===== src/rtl/cla_pkg.sv =====
`default_nettype none
// ============================================================================
// Module   : cla_pkg
// Brief    : Shared width constant and group generate/propagate helpers for
//            the 4-bit lookahead slice and the higher lookahead levels.
// Revision : 1.0
// ============================================================================
package cla_pkg;

  localparam int CLA_W = 4;

  typedef struct packed {
    logic g;
    logic p;
  } gp_t;

  // Collapse four bit-level (or slice-level) g/p pairs into one group pair.
  function automatic gp_t cla_group(input logic [CLA_W-1:0] g, input logic [CLA_W-1:0] p);
    gp_t r;
    r.g = g[3] | (p[3] & g[2]) | (p[3] & p[2] & g[1]) | (p[3] & p[2] & p[1] & g[0]);
    r.p = &p;
    return r;
  endfunction

endpackage
`default_nettype wire


===== src/rtl/cla_4b_adder_if.sv =====
`default_nettype none
// ============================================================================
// Module   : cla_4b_adder_if
// Brief    : Operand, result and registered-result bundle of the 4-bit adder.
// Revision : 1.0
// ============================================================================
interface cla_4b_adder_if;
  import cla_pkg::*;

  logic [CLA_W-1:0] x;
  logic [CLA_W-1:0] y;
  logic             c_in;
  logic             en;
  logic [CLA_W-1:0] s;
  logic             c_out;
  logic             g;
  logic             p;
  logic             ovf;
  logic [CLA_W-1:0] s_q;
  logic             c_out_q;
  logic             g_q;
  logic             p_q;
  logic             ovf_q;

  modport master (
    output x, y, c_in, en,
    input  s, c_out, g, p, ovf, s_q, c_out_q, g_q, p_q, ovf_q
  );

  modport slave (
    input  x, y, c_in, en,
    output s, c_out, g, p, ovf, s_q, c_out_q, g_q, p_q, ovf_q
  );

endinterface
`default_nettype wire


===== src/rtl/cla_4b_core.sv =====
`default_nettype none
// ============================================================================
// Module   : cla_4b_core
// Brief    : Purely combinational 4-bit flat carry-lookahead adder slice.
// Revision : 1.0
// ============================================================================
module cla_4b_core
  import cla_pkg::*;
(
  input  wire logic [CLA_W-1:0] i_x,
  input  wire logic [CLA_W-1:0] i_y,
  input  wire logic             i_c_in,
  output logic      [CLA_W-1:0] o_s,
  output logic                  o_c_out,
  output logic                  o_g,
  output logic                  o_p,
  output logic                  o_ovf
);

  logic [CLA_W-1:0] w_g;
  logic [CLA_W-1:0] w_p;
  logic [CLA_W-1:0] w_c;
  gp_t              w_gp;

  assign w_g = i_x & i_y;
  // XOR propagate keeps the group p exact for the next lookahead level.
  assign w_p = i_x ^ i_y;

  assign w_c[0] = i_c_in;
  assign w_c[1] = w_g[0] | (w_p[0] & i_c_in);
  assign w_c[2] = w_g[1] | (w_p[1] & w_g[0]) | (w_p[1] & w_p[0] & i_c_in);
  assign w_c[3] = w_g[2] | (w_p[2] & w_g[1]) | (w_p[2] & w_p[1] & w_g[0])
                | (w_p[2] & w_p[1] & w_p[0] & i_c_in);

  assign w_gp    = cla_group(w_g, w_p);

  assign o_s     = w_p ^ w_c;
  assign o_g     = w_gp.g;
  assign o_p     = w_gp.p;
  assign o_c_out = w_gp.g | (w_gp.p & i_c_in);
  assign o_ovf   = w_c[3] ^ o_c_out;

endmodule
`default_nettype wire


===== src/rtl/cla_4b_adder.sv =====
`default_nettype none
// ============================================================================
// Module   : cla_4b_adder
// Brief    : 4-bit CLA with zero-latency results plus an enable-gated register bank.
// Revision : 1.0
// ============================================================================
module cla_4b_adder
  import cla_pkg::*;
#(
  parameter int WIDTH = CLA_W
) (
  input  wire logic          clk,
  input  wire logic          rst_n,
  cla_4b_adder_if.slave      bus
);

  logic [WIDTH-1:0] w_s;
  logic             w_c_out;
  logic             w_g;
  logic             w_p;
  logic             w_ovf;

  logic [WIDTH-1:0] r_s;
  logic             r_c_out;
  logic             r_g;
  logic             r_p;
  logic             r_ovf;

  cla_4b_core u_core (
    .i_x     (bus.x),
    .i_y     (bus.y),
    .i_c_in  (bus.c_in),
    .o_s     (w_s),
    .o_c_out (w_c_out),
    .o_g     (w_g),
    .o_p     (w_p),
    .o_ovf   (w_ovf)
  );

  always_ff @(posedge clk or negedge rst_n) begin
    if (!rst_n) begin
      r_s     <= '0;
      r_c_out <= 1'b0;
      r_g     <= 1'b0;
      r_p     <= 1'b0;
      r_ovf   <= 1'b0;
    end else if (bus.en) begin
      r_s     <= w_s;
      r_c_out <= w_c_out;
      r_g     <= w_g;
      r_p     <= w_p;
      r_ovf   <= w_ovf;
    end
  end

  assign bus.s       = w_s;
  assign bus.c_out   = w_c_out;
  assign bus.g       = w_g;
  assign bus.p       = w_p;
  assign bus.ovf     = w_ovf;
  assign bus.s_q     = r_s;
  assign bus.c_out_q = r_c_out;
  assign bus.g_q     = r_g;
  assign bus.p_q     = r_p;
  assign bus.ovf_q   = r_ovf;

endmodule
`default_nettype wire


===== src/flat_wrapper.sv =====
// flat-port wrapper written by rule: the top's interface ports become plain ports
module cla_4b_adder_flat import cla_pkg::*;
#(
  parameter int WIDTH = CLA_W
)
  (clk, rst_n, bus_x, bus_y, bus_c_in, bus_en, bus_s, bus_c_out, bus_g, bus_p, bus_ovf, bus_s_q, bus_c_out_q, bus_g_q, bus_p_q, bus_ovf_q);
  cla_4b_adder_if bus_i ();
  input  wire logic clk;
  input  wire logic rst_n;
  input wire logic [$bits(bus_i.x)-1:0] bus_x;
  input wire logic [$bits(bus_i.y)-1:0] bus_y;
  input wire logic [$bits(bus_i.c_in)-1:0] bus_c_in;
  input wire logic [$bits(bus_i.en)-1:0] bus_en;
  output wire logic [$bits(bus_i.s)-1:0] bus_s;
  output wire logic [$bits(bus_i.c_out)-1:0] bus_c_out;
  output wire logic [$bits(bus_i.g)-1:0] bus_g;
  output wire logic [$bits(bus_i.p)-1:0] bus_p;
  output wire logic [$bits(bus_i.ovf)-1:0] bus_ovf;
  output wire logic [$bits(bus_i.s_q)-1:0] bus_s_q;
  output wire logic [$bits(bus_i.c_out_q)-1:0] bus_c_out_q;
  output wire logic [$bits(bus_i.g_q)-1:0] bus_g_q;
  output wire logic [$bits(bus_i.p_q)-1:0] bus_p_q;
  output wire logic [$bits(bus_i.ovf_q)-1:0] bus_ovf_q;
  assign bus_i.x = bus_x;
  assign bus_i.y = bus_y;
  assign bus_i.c_in = bus_c_in;
  assign bus_i.en = bus_en;
  assign bus_s = bus_i.s;
  assign bus_c_out = bus_i.c_out;
  assign bus_g = bus_i.g;
  assign bus_p = bus_i.p;
  assign bus_ovf = bus_i.ovf;
  assign bus_s_q = bus_i.s_q;
  assign bus_c_out_q = bus_i.c_out_q;
  assign bus_g_q = bus_i.g_q;
  assign bus_p_q = bus_i.p_q;
  assign bus_ovf_q = bus_i.ovf_q;
  cla_4b_adder #(.WIDTH(WIDTH)) u_core (.clk(clk), .rst_n(rst_n), .bus(bus_i));
endmodule

===== config.mk =====
export PLATFORM = sky130hd
export DESIGN_NAME = cla_4b_adder_flat
export DESIGN_NICKNAME = d
export VERILOG_FILES = /design/src/rtl/cla_pkg.sv /design/src/rtl/cla_4b_adder_if.sv /design/src/rtl/cla_4b_core.sv /design/src/rtl/cla_4b_adder.sv /design/src/flat_wrapper.sv
export SDC_FILE = /design/constraint.sdc
export NUM_CORES = 1
export LEC_CHECK = 0
export ABC_AREA = 1
export BUFFER_PORTS_ARGS = -buffer_cell sky130_fd_sc_hd__buf_2
export CORE_AREA = 2 2 39 41
export CTS_CLUSTER_SIZE = 24
export DETAILED_ROUTE_END_ITERATION = 16
export DIE_AREA = 0 0 41 43
export PLACE_DENSITY_LB_ADDON = 0.08
export SYNTH_ARGS = -nofsm -noshare
export SYNTH_HDL_FRONTEND = slang
export SYNTH_HIERARCHICAL = 1
export SYNTH_SLANG_ARGS = --single-unit

===== constraint.sdc =====
create_clock -name clk -period 2.31 [get_ports clk]
set_clock_uncertainty 0.15 [all_clocks]
set_input_delay 0.462 -clock clk [delete_from_list [all_inputs] [get_ports clk]]
set_output_delay 0.462 -clock clk [all_outputs]
set_load 0.01 [all_outputs]

==> results of run 1 <==
## cell type report
type,count,area share
clock buffer,3,0.0301
inverter,12,0.0602
multi-input combinational,56,0.421
sequential,8,0.268
tap,16,0.0268
timing repair buffer,28,0.194
## logic make-up (layout without fill, tap and decap cells)
| group | count (synthesis) | after routing |
|---|---|---|
| and+or+nand+nor | 47 | 47 |
| buffers and inverters | 13 | 43 |
| DFF | 8 | 8 |
| adders and majority gates | 5 | 5 |
| AOI/OAI and AO/OA | 2 | 2 |
| xor gates and xnor gates | 2 | 2 |
## state kept, by name, indices dropped and copies added (netlist names)
name,flops
u_core/bus.s_q,4
u_core/bus.c_out_q,1
u_core/bus.g_q,1
u_core/bus.ovf_q,1
u_core/bus.p_q,1
## synthesized netlist by cell type, drive strengths merged
cell,n
nand2,38
inv,12
dfrtp,8
ha,4
nand3,4
nor2,4
a21oi,2
xnor2,2
buf,1
fa,1
nand4,1
## timing repair
| action | CTS | global route |
|---|---|---|
| resized for setup | 0 | 2 |
| hold buffers | 1 | 0 |
| setup buffers | 0 | 0 |
| setup endpoints to repair | 0 | 2 |
| endpoints found under the hold margin | 8 | 0 |
## power by group
part	total, uW	switching (uW)	leakage, uW	internal (uW)
logic	170	98.2	0.000358	71.9
clock network	100	41.2	0.0000138	59.0
registers	170	8.77	0.000100	161
## per-layer routing
layer  up-vias  wire, microns  GRT usage
met4         0              0      0.100
met3         0             50     0.0157
met5         -              0          0
met1       220            430      0.133
met2        12            546      0.206
li1        293              -          -
## stage by stage
stage,instances,worst slack [ps],power (uW)
5_1_grt,123,44.3,479
3_5_place_dp,119,78.8,344
2_1_floorplan,77,318,280
6_report,123,150,440
4_1_cts,123,78.9,448
3_3_place_gp,119,98.2,341
## worst register-to-register path, stage by stage (launching register included)
cell and delay (ps):
dfrtp_1 370, nand2_1 60, nand2_1 40
## worst paths after layout
kind	start	to	slack [ps]
hold reg to reg	u_core/bus.s_q[1]	u_core/bus.s_q[1]	310
setup reg to reg	u_core/bus.s_q[3]	u_core/bus.s_q[3]	1570
hold / removal	u_core/bus.s_q[1]	u_core/bus.s_q[1]	310
max in group asynchronous	rst_n	u_core/bus.s_q[2]	1410
min in group asynchronous	rst_n	u_core/bus.c_out_q	430
setup / recovery	bus_x[1]	bus_ovf	150
==> flow_summary.ini, run 1 <==
[power]
p_leak_uw = 0.000472
powerDensity_mw_per_mm2 = 588
ir_drop_v = 0.000201

[timing]
rsz0062_at_grt = false
finalCritPeriodShare = 0.935
period_minus_slack_ps = 2160
hold_ws_ps = 310
slew_viol_final = 0
finalHoldViolCount = 0
setup_viol_count_final = 0
tightest_slew_ps = 213
fmax_mhz = 463
max_slew_margin = 0.857
fin_setup_tns_ps = 0

[synthesis]
yosys.area_share.simple = 0.374
synth_fa_ha_area_frac = 0.124
synth_seq_cells = 8
synth_mux_area_frac = 0
syn_area_sq_um = 566
synthTopCellsByArea = dfrtp_1, nand2_1, ha_1
synthCells = 77
synth_top_cell_area_share = 0.354
avgSynthCellArea_sq_um = 7.34
synth_top_family_by_area = simple AND/OR/NAND/NOR gates
syn-num-nets = 94
synth_compound_area_frac = 0.0177
synthXorXnorAreaFrac = 0.0310
seq_area_frac_synth = 0.354
synth.distinct_cells = 16
synth_area_leader_cell = dfrtp_1
yosysWarnings = 6

[finish]
nets = 126
fillers = 143
synthToLayoutAreaGrowth_pct = 32.3
antenna_cells = 0
final_cell_mix = nand2_1, buf_2, inv_1, dfrtp_1, nand2_2
multi_input_area_sq_um = 315
final_util = 0.541
ff_latch_area_sq_um = 200
drive_gt1_frac = 0.383
final_common_cell = nand2_1
final_area_sq_um = 748

[clocking]
path_clk_slew_ps = 50
clock_latency_ps = 240
clock-root-buffer = clkbuf_4
htree_num_levels = 1
clock-sinks = 8
cts_tree = yes
clk_path_buf_depth = 2
numCtsBuffers = 3

[worst_setup_path]
path_cells = buf_2 > ha_1 > nand2_2 > nor2_4 > nand2_2 > nand3_2 > nand2_2 > nand2_1 > buf_2
critPathMostFrequentCell = nand2_2
critPathKind = in -> out
critPathTopFamily = simple AND/OR/NAND/NOR gates
critPathSlowestCell = ha_1
critPathMaxStageDelay_ps = 360
worstSetupStartpointType = input pin
cp_max_fo = 5
critical_path_depth = 9
cp_num_buf_inv = 2
cp.arrival_ps = 1550
r2r_cells = 2
crit_path_end_kind = output pin
critical_path_required_ps = 1700

[die]
design.die.area_sq_mm = 0.00176
die_w_microns = 41
num_rows = 14
dieHeight_microns = 43
start_util = 0.409
core_sq_mm = 0.00138
io_pins = 28

[route]
drc = 0
wl_per_cell_microns = 8.34
firstDrtPassIters = 3
num_vias = 525
wl_microns = 1030
drtAntennaViolNets = 0
avgViaCountPerCell = 4.27
drt_iter0_drc = 3

[outcome]
status = complete, no violations

[min_path]
whs_path_depth = 2
hold_class = reg -> reg

[placement]
gp_congestion = 0.653
hpwl_microns = 921
place_area_sq_um = 709
io_buffer_count = 27

[global_route]
antenna_found_initial = 0
grt_overflow = 0
grt_pass1_wl_microns = 1520
grt_pass1_vias = 421
grt_util_all_layers = 0.126
grt_max_degree = 10

[job]
drv_cap = 0
No activity file was read; power rests on OpenSTA's default activity.
==> run 2, diff against run 1 <==
--- a/config.mk
+++ b/config.mk
@@ -11,7 +11,7 @@
 export CTS_CLUSTER_SIZE = 24
 export DETAILED_ROUTE_END_ITERATION = 16
 export DIE_AREA = 0 0 41 43
-export PLACE_DENSITY_LB_ADDON = 0.08
+export PLACE_DENSITY_LB_ADDON = 0.2
 export SYNTH_ARGS = -nofsm -noshare
 export SYNTH_HDL_FRONTEND = slang
 export SYNTH_HIERARCHICAL = 1
==> run 2 against run 1 <==
Against the previous run:
- non-clock buffer count unchanged
- power is 0.99% higher
- worst hold slack better by 1.7 ps
- die area unchanged
- clock-buffer cell count unchanged
- highest routed layer is now met4
- sequential share of layout area unchanged
- wire length increased by 2.7%
- cell area stayed put
- critical path depth shrank 1
- worst setup slack got worse by 18 ps
- register-to-register slack about the same
==> flow_summary.ini, run 2 (synthesis results as in run 1) <==
[outcome]
status = complete, no violations

[finish]
drive_gt1_frac = 0.383
nets = 126
synthToLayoutAreaGrowth_pct = 32.3
antenna_cells = 0
largest_reg_flops = 4
final_common_cell = nand2_1
final_cell_mix = nand2_1, buf_2, inv_1, dfrtp_1, nand2_2

[global_route]
antenna_found_initial = 0
grt_util_all_layers = 0.133
grt_pass1_vias = 436
grt_pass1_wl_microns = 1580
grt_overflow = 0
grt_max_degree = 10

[route]
drtAntennaViolNets = 0
firstDrtPassIters = 3
drc = 0
wl_per_cell_microns = 8.57
drt_iter0_drc = 8
avgViaCountPerCell = 4.52
wl_microns = 1050
num_vias = 556

[die]
start_util = 0.409
core_sq_mm = 0.00138
io_pins = 28
dieHeight_microns = 43
num_rows = 14
design.die.area_sq_mm = 0.00176
die_w_microns = 41

[timing]
fmax_mhz = 459
setup_viol_count_final = 0
finalCritPeriodShare = 0.943
max_slew_margin = 0.862
slew_viol_final = 0
fin_setup_tns_ps = 0
period_minus_slack_ps = 2180
setup_ws_ps = 133
finalHoldViolCount = 0
rsz0062_at_grt = false
tightest_slew_ps = 205

[clocking]
htree_num_levels = 1
numCtsBuffers = 3
clock-sinks = 8
path_clk_slew_ps = 50
clock_latency_ps = 250
clk_path_buf_depth = 2
cts_tree = yes
clock-root-buffer = clkbuf_4

[worst_setup_path]
critical_path_required_ps = 1700
path_cells = buf_2 > ha_1 > nand2_1 > nand2_2 > a21oi_1 > nand3_1 > nand2_1 > buf_2
critPathMaxStageDelay_ps = 370
critPathSlowestCell = ha_1
crit_path_end_kind = output pin
cp_max_fo = 5
worstSetupStartpointType = input pin
critPathKind = in -> out
cp.arrival_ps = 1570
rrSetupSlack_ps = 1570

[placement]
hpwl_microns = 933
gp_congestion = 0.703
io_buffer_count = 27
dpl_worst_slack_ps = 61.6

[power]
ir_drop_v = 0.000181
powerDensity_mw_per_mm2 = 594
p_leak_uw = 0.000472

[min_path]
hold_class = reg -> reg

[job]
drv_cap = 0
[run 2: cell counts in the layout (fill, tap and decap cells not counted)]
Identical to the previous run, type by type.
[run 2: cell type report]
| cell class | count | area [sq um] |
|---|---|---|
| clock buffers | 3 | 22.5 |
| fillers | 139 | 636 |
| inverters | 12 | 45.0 |
| multi-input cells | 56 | 315 |
| flip-flops and latches | 8 | 200 |
| well taps | 16 | 20.0 |
| repair buffers | 28 | 145 |
[run 2: timing repair]
item,CTS,global route
setup buffers,0,0
endpoints found under the setup margin,0,2
hold buffers,1,0
endpoints found under the hold margin,8,0
gates resized for setup,0,2
[run 2: worst paths after layout]
path	startpoint	cells past startpoint	end
min reg2reg	u_core/bus.s_q[2]	2	u_core/bus.s_q[2]
max in group asynchronous	rst_n	2	u_core/bus.s_q[2]
min	u_core/bus.s_q[2]	2	u_core/bus.s_q[2]
min in group asynchronous	rst_n	2	u_core/bus.c_out_q
max	bus_x[1]	8	bus_ovf
max reg2reg	u_core/bus.s_q[0]	2	u_core/bus.s_q[0]
[run 2: metal layers]
| metal | track usage | share of wire |
|---|---|---|
| met1 | 0.137 | 0.39 |
| met3 | 0.0157 | 0.055 |
| met4 | 0.120 | 0.032 |
| met2 | 0.216 | 0.52 |
| met5 | 0 | 0 |
[run 2: worst max-delay path: cells and delay by family]
family,cells,cell delay (ps)
adders and majority gates,1,370
buffers and inverters,2,230
AOI/OAI and AO/OA,1,160
and+or+nand+nor,4,350
[run 2: metrics by stage]
step,util,instance area (sq um),cells,hold slack [ps],power (uW)
final,0.541,748,123,312,445
after global routing,0.541,748,123,333,481
after CTS,0.536,742,123,317,453
after detailed placement,0.513,709,119,161,344
after global placement,0.513,709,119,158,340
after floorplan,-,566,77,16.4,280
[run 2: where the power goes]
part	internal, uW	switching, uW	total [uW]
registers	161	9.40	171
logic	72.0	98.2	170
clock network	59.2	44.6	104
total	292	152	445
==> run 3, diff against run 2 <==
--- a/config.mk
+++ b/config.mk
@@ -12,6 +12,7 @@
 export DETAILED_ROUTE_END_ITERATION = 16
 export DIE_AREA = 0 0 41 43
 export PLACE_DENSITY_LB_ADDON = 0.2
+export REMOVE_ABC_BUFFERS = 1
 export SYNTH_ARGS = -nofsm -noshare
 export SYNTH_HDL_FRONTEND = slang
 export SYNTH_HIERARCHICAL = 1
==> run 3 against run 2 <==
Against the previous run:
- final cell count did not move
- worst hold slack better by 2.0 ps
- core utilization is 0.18 points lower
- first-iteration DRC count decreased by 25%
- non-clock buffer count did not move
- critical path type unchanged
- register-to-register slack about the same
- combinational power is essentially flat
==> flow_summary.ini, run 3 (synthesis results as in run 1) <==
[job]
drv_cap = 0

[timing]
tightest_slew_ps = 219
setup_viol_count_final = 0
period_minus_slack_ps = 2220
fin_setup_tns_ps = 0
fmax_mhz = 450
finalHoldViolCount = 0
max_slew_margin = 0.854
rsz0062_at_grt = false
finalCritPeriodShare = 0.962
slew_viol_final = 0

[route]
drtAntennaViolNets = 0
drt_iter0_drc = 6
num_vias = 548
wl_microns = 1070
avgViaCountPerCell = 4.46
firstDrtPassIters = 4
drc = 0
wl_per_cell_microns = 8.72

[finish]
drive_gt1_frac = 0.374
final_common_cell = nand2_1
ff_latch_area_sq_um = 200
largest_reg_flops = 4
antenna_cells = 0
fillers = 153
multi_input_area_sq_um = 313
final_cell_mix = nand2_1, buf_2, inv_1, dfrtp_1, nand2_2
nets = 126
final_util = 0.539
synthToLayoutAreaGrowth_pct = 31.9

[die]
io_pins = 28
num_rows = 14
start_util = 0.409
die_w_microns = 41
dieHeight_microns = 43
core_sq_mm = 0.00138
design.die.area_sq_mm = 0.00176

[clocking]
cts_setup_buffers = 0
cts_tree = yes
clock-root-buffer = clkbuf_4
clk_path_buf_depth = 2
numCtsBuffers = 3
path_clk_slew_ps = 50
clock-sinks = 8
htree_num_levels = 1
clock_latency_ps = 250

[global_route]
grt_use_met2 = 0.213
grt_pass1_vias = 429
grt_overflow = 0
antenna_found_initial = 0
grt_util_all_layers = 0.140
grtUsageMet1 = 0.154
grt_pass1_wl_microns = 1650
grt_max_degree = 10
gr-max-usage-layer = met2
met3_usage = 0.0157

[worst_setup_path]
path_cells = buf_2 > ha_1 > nand2_2 > inv_1 > a21oi_1 > nand3_1 > nand2_1 > buf_2
cp.arrival_ps = 1610
crit_path_end_kind = output pin
critPathKind = in -> out
critPathMaxStageDelay_ps = 380
cp_max_fo = 5
critPathMostFrequentCell = buf_2
critPathSlowestCell = ha_1
critical_path_required_ps = 1700
worstSetupStartpointType = input pin
cp_num_buf_inv = 3
critPathTopFamily = adder cells

[power]
ir_drop_v = 0.000189
switching_share = 0.344
switching_power_uw = 153
clkPwrFrac = 0.235
p_leak_uw = 0.000473
intPower_uw = 292
powerDensity_mw_per_mm2 = 597
power.total_uw = 445
sequentialPowerShare = 0.383
combPwrFrac = 0.382

[placement]
gp_congestion = 0.682
io_buffer_count = 27

[min_path]
hold_class = reg -> reg

[outcome]
status = complete, no violations
[run 3: cell counts in the layout (fill, tap and decap cells not counted)]
Identical to the previous run, type by type.
[run 3: stage by stage]
| step | cells | worst slack (ps) | hold slack (ps) | area, sq um |
|---|---|---|---|---|
| 2_1_floorplan | 76 | 318 | 16.4 | 554 |
| 5_1_grt | 123 | 4.76 | 334 | 746 |
| 6_report | 123 | 86.8 | 314 | 746 |
| 3_5_place_dp | 119 | 95.3 | 158 | 709 |
| 4_1_cts | 123 | 90.3 | 317 | 742 |
| 3_3_place_gp | 119 | 100 | 158 | 709 |
[run 3: metal layers]
metal  share of wire  wire length, microns
met2            0.50                   536
met1            0.40                   434
met4           0.041                    44
met3           0.052                    56
met5               0                     0
[run 3: repair_timing]
action	CTS	global route
hold buffers	1	0
resized for setup	0	1
hold endpoints to repair	8	0
setup endpoints to repair	0	1
[run 3: final timing paths]
check                           slack [ps]           endpoint         startpoint  depth (start not counted)
worst min-delay path                   310     u_core/bus.p_q     u_core/bus.p_q                          2
worst max-delay path                    90            bus_ovf           bus_x[2]                          8
max in group asynchronous             1430   u_core/bus.ovf_q              rst_n                          2
min in group asynchronous              420  u_core/bus.s_q[0]              rst_n                          2
worst min register to register         310     u_core/bus.p_q     u_core/bus.p_q                          2
worst max register to register        1570  u_core/bus.s_q[2]  u_core/bus.s_q[2]                          2
[run 3: cell type report]
class                      instances  share of cell area
clock buffer                       3              0.0302
inverter                          12              0.0604
multi-input combinational         56               0.419
sequential                         8               0.268
tap                               16              0.0268
timing repair buffer              28               0.195
[run 3: power groups by stage]
stage	Clock [uW]	Sequential, uW	Combinational [uW]
final	105	170	170
after global routing	113	173	192
after CTS	109	171	172
after floorplan	0	184	92.1
after global placement	0	172	168
after detailed placement	0	173	170
[run 3: worst min-delay path: cells and delay by family, from the launching register on]
kind / cells / cell delay (ps)
simple gates: 2 / 90
flops: 1 / 340
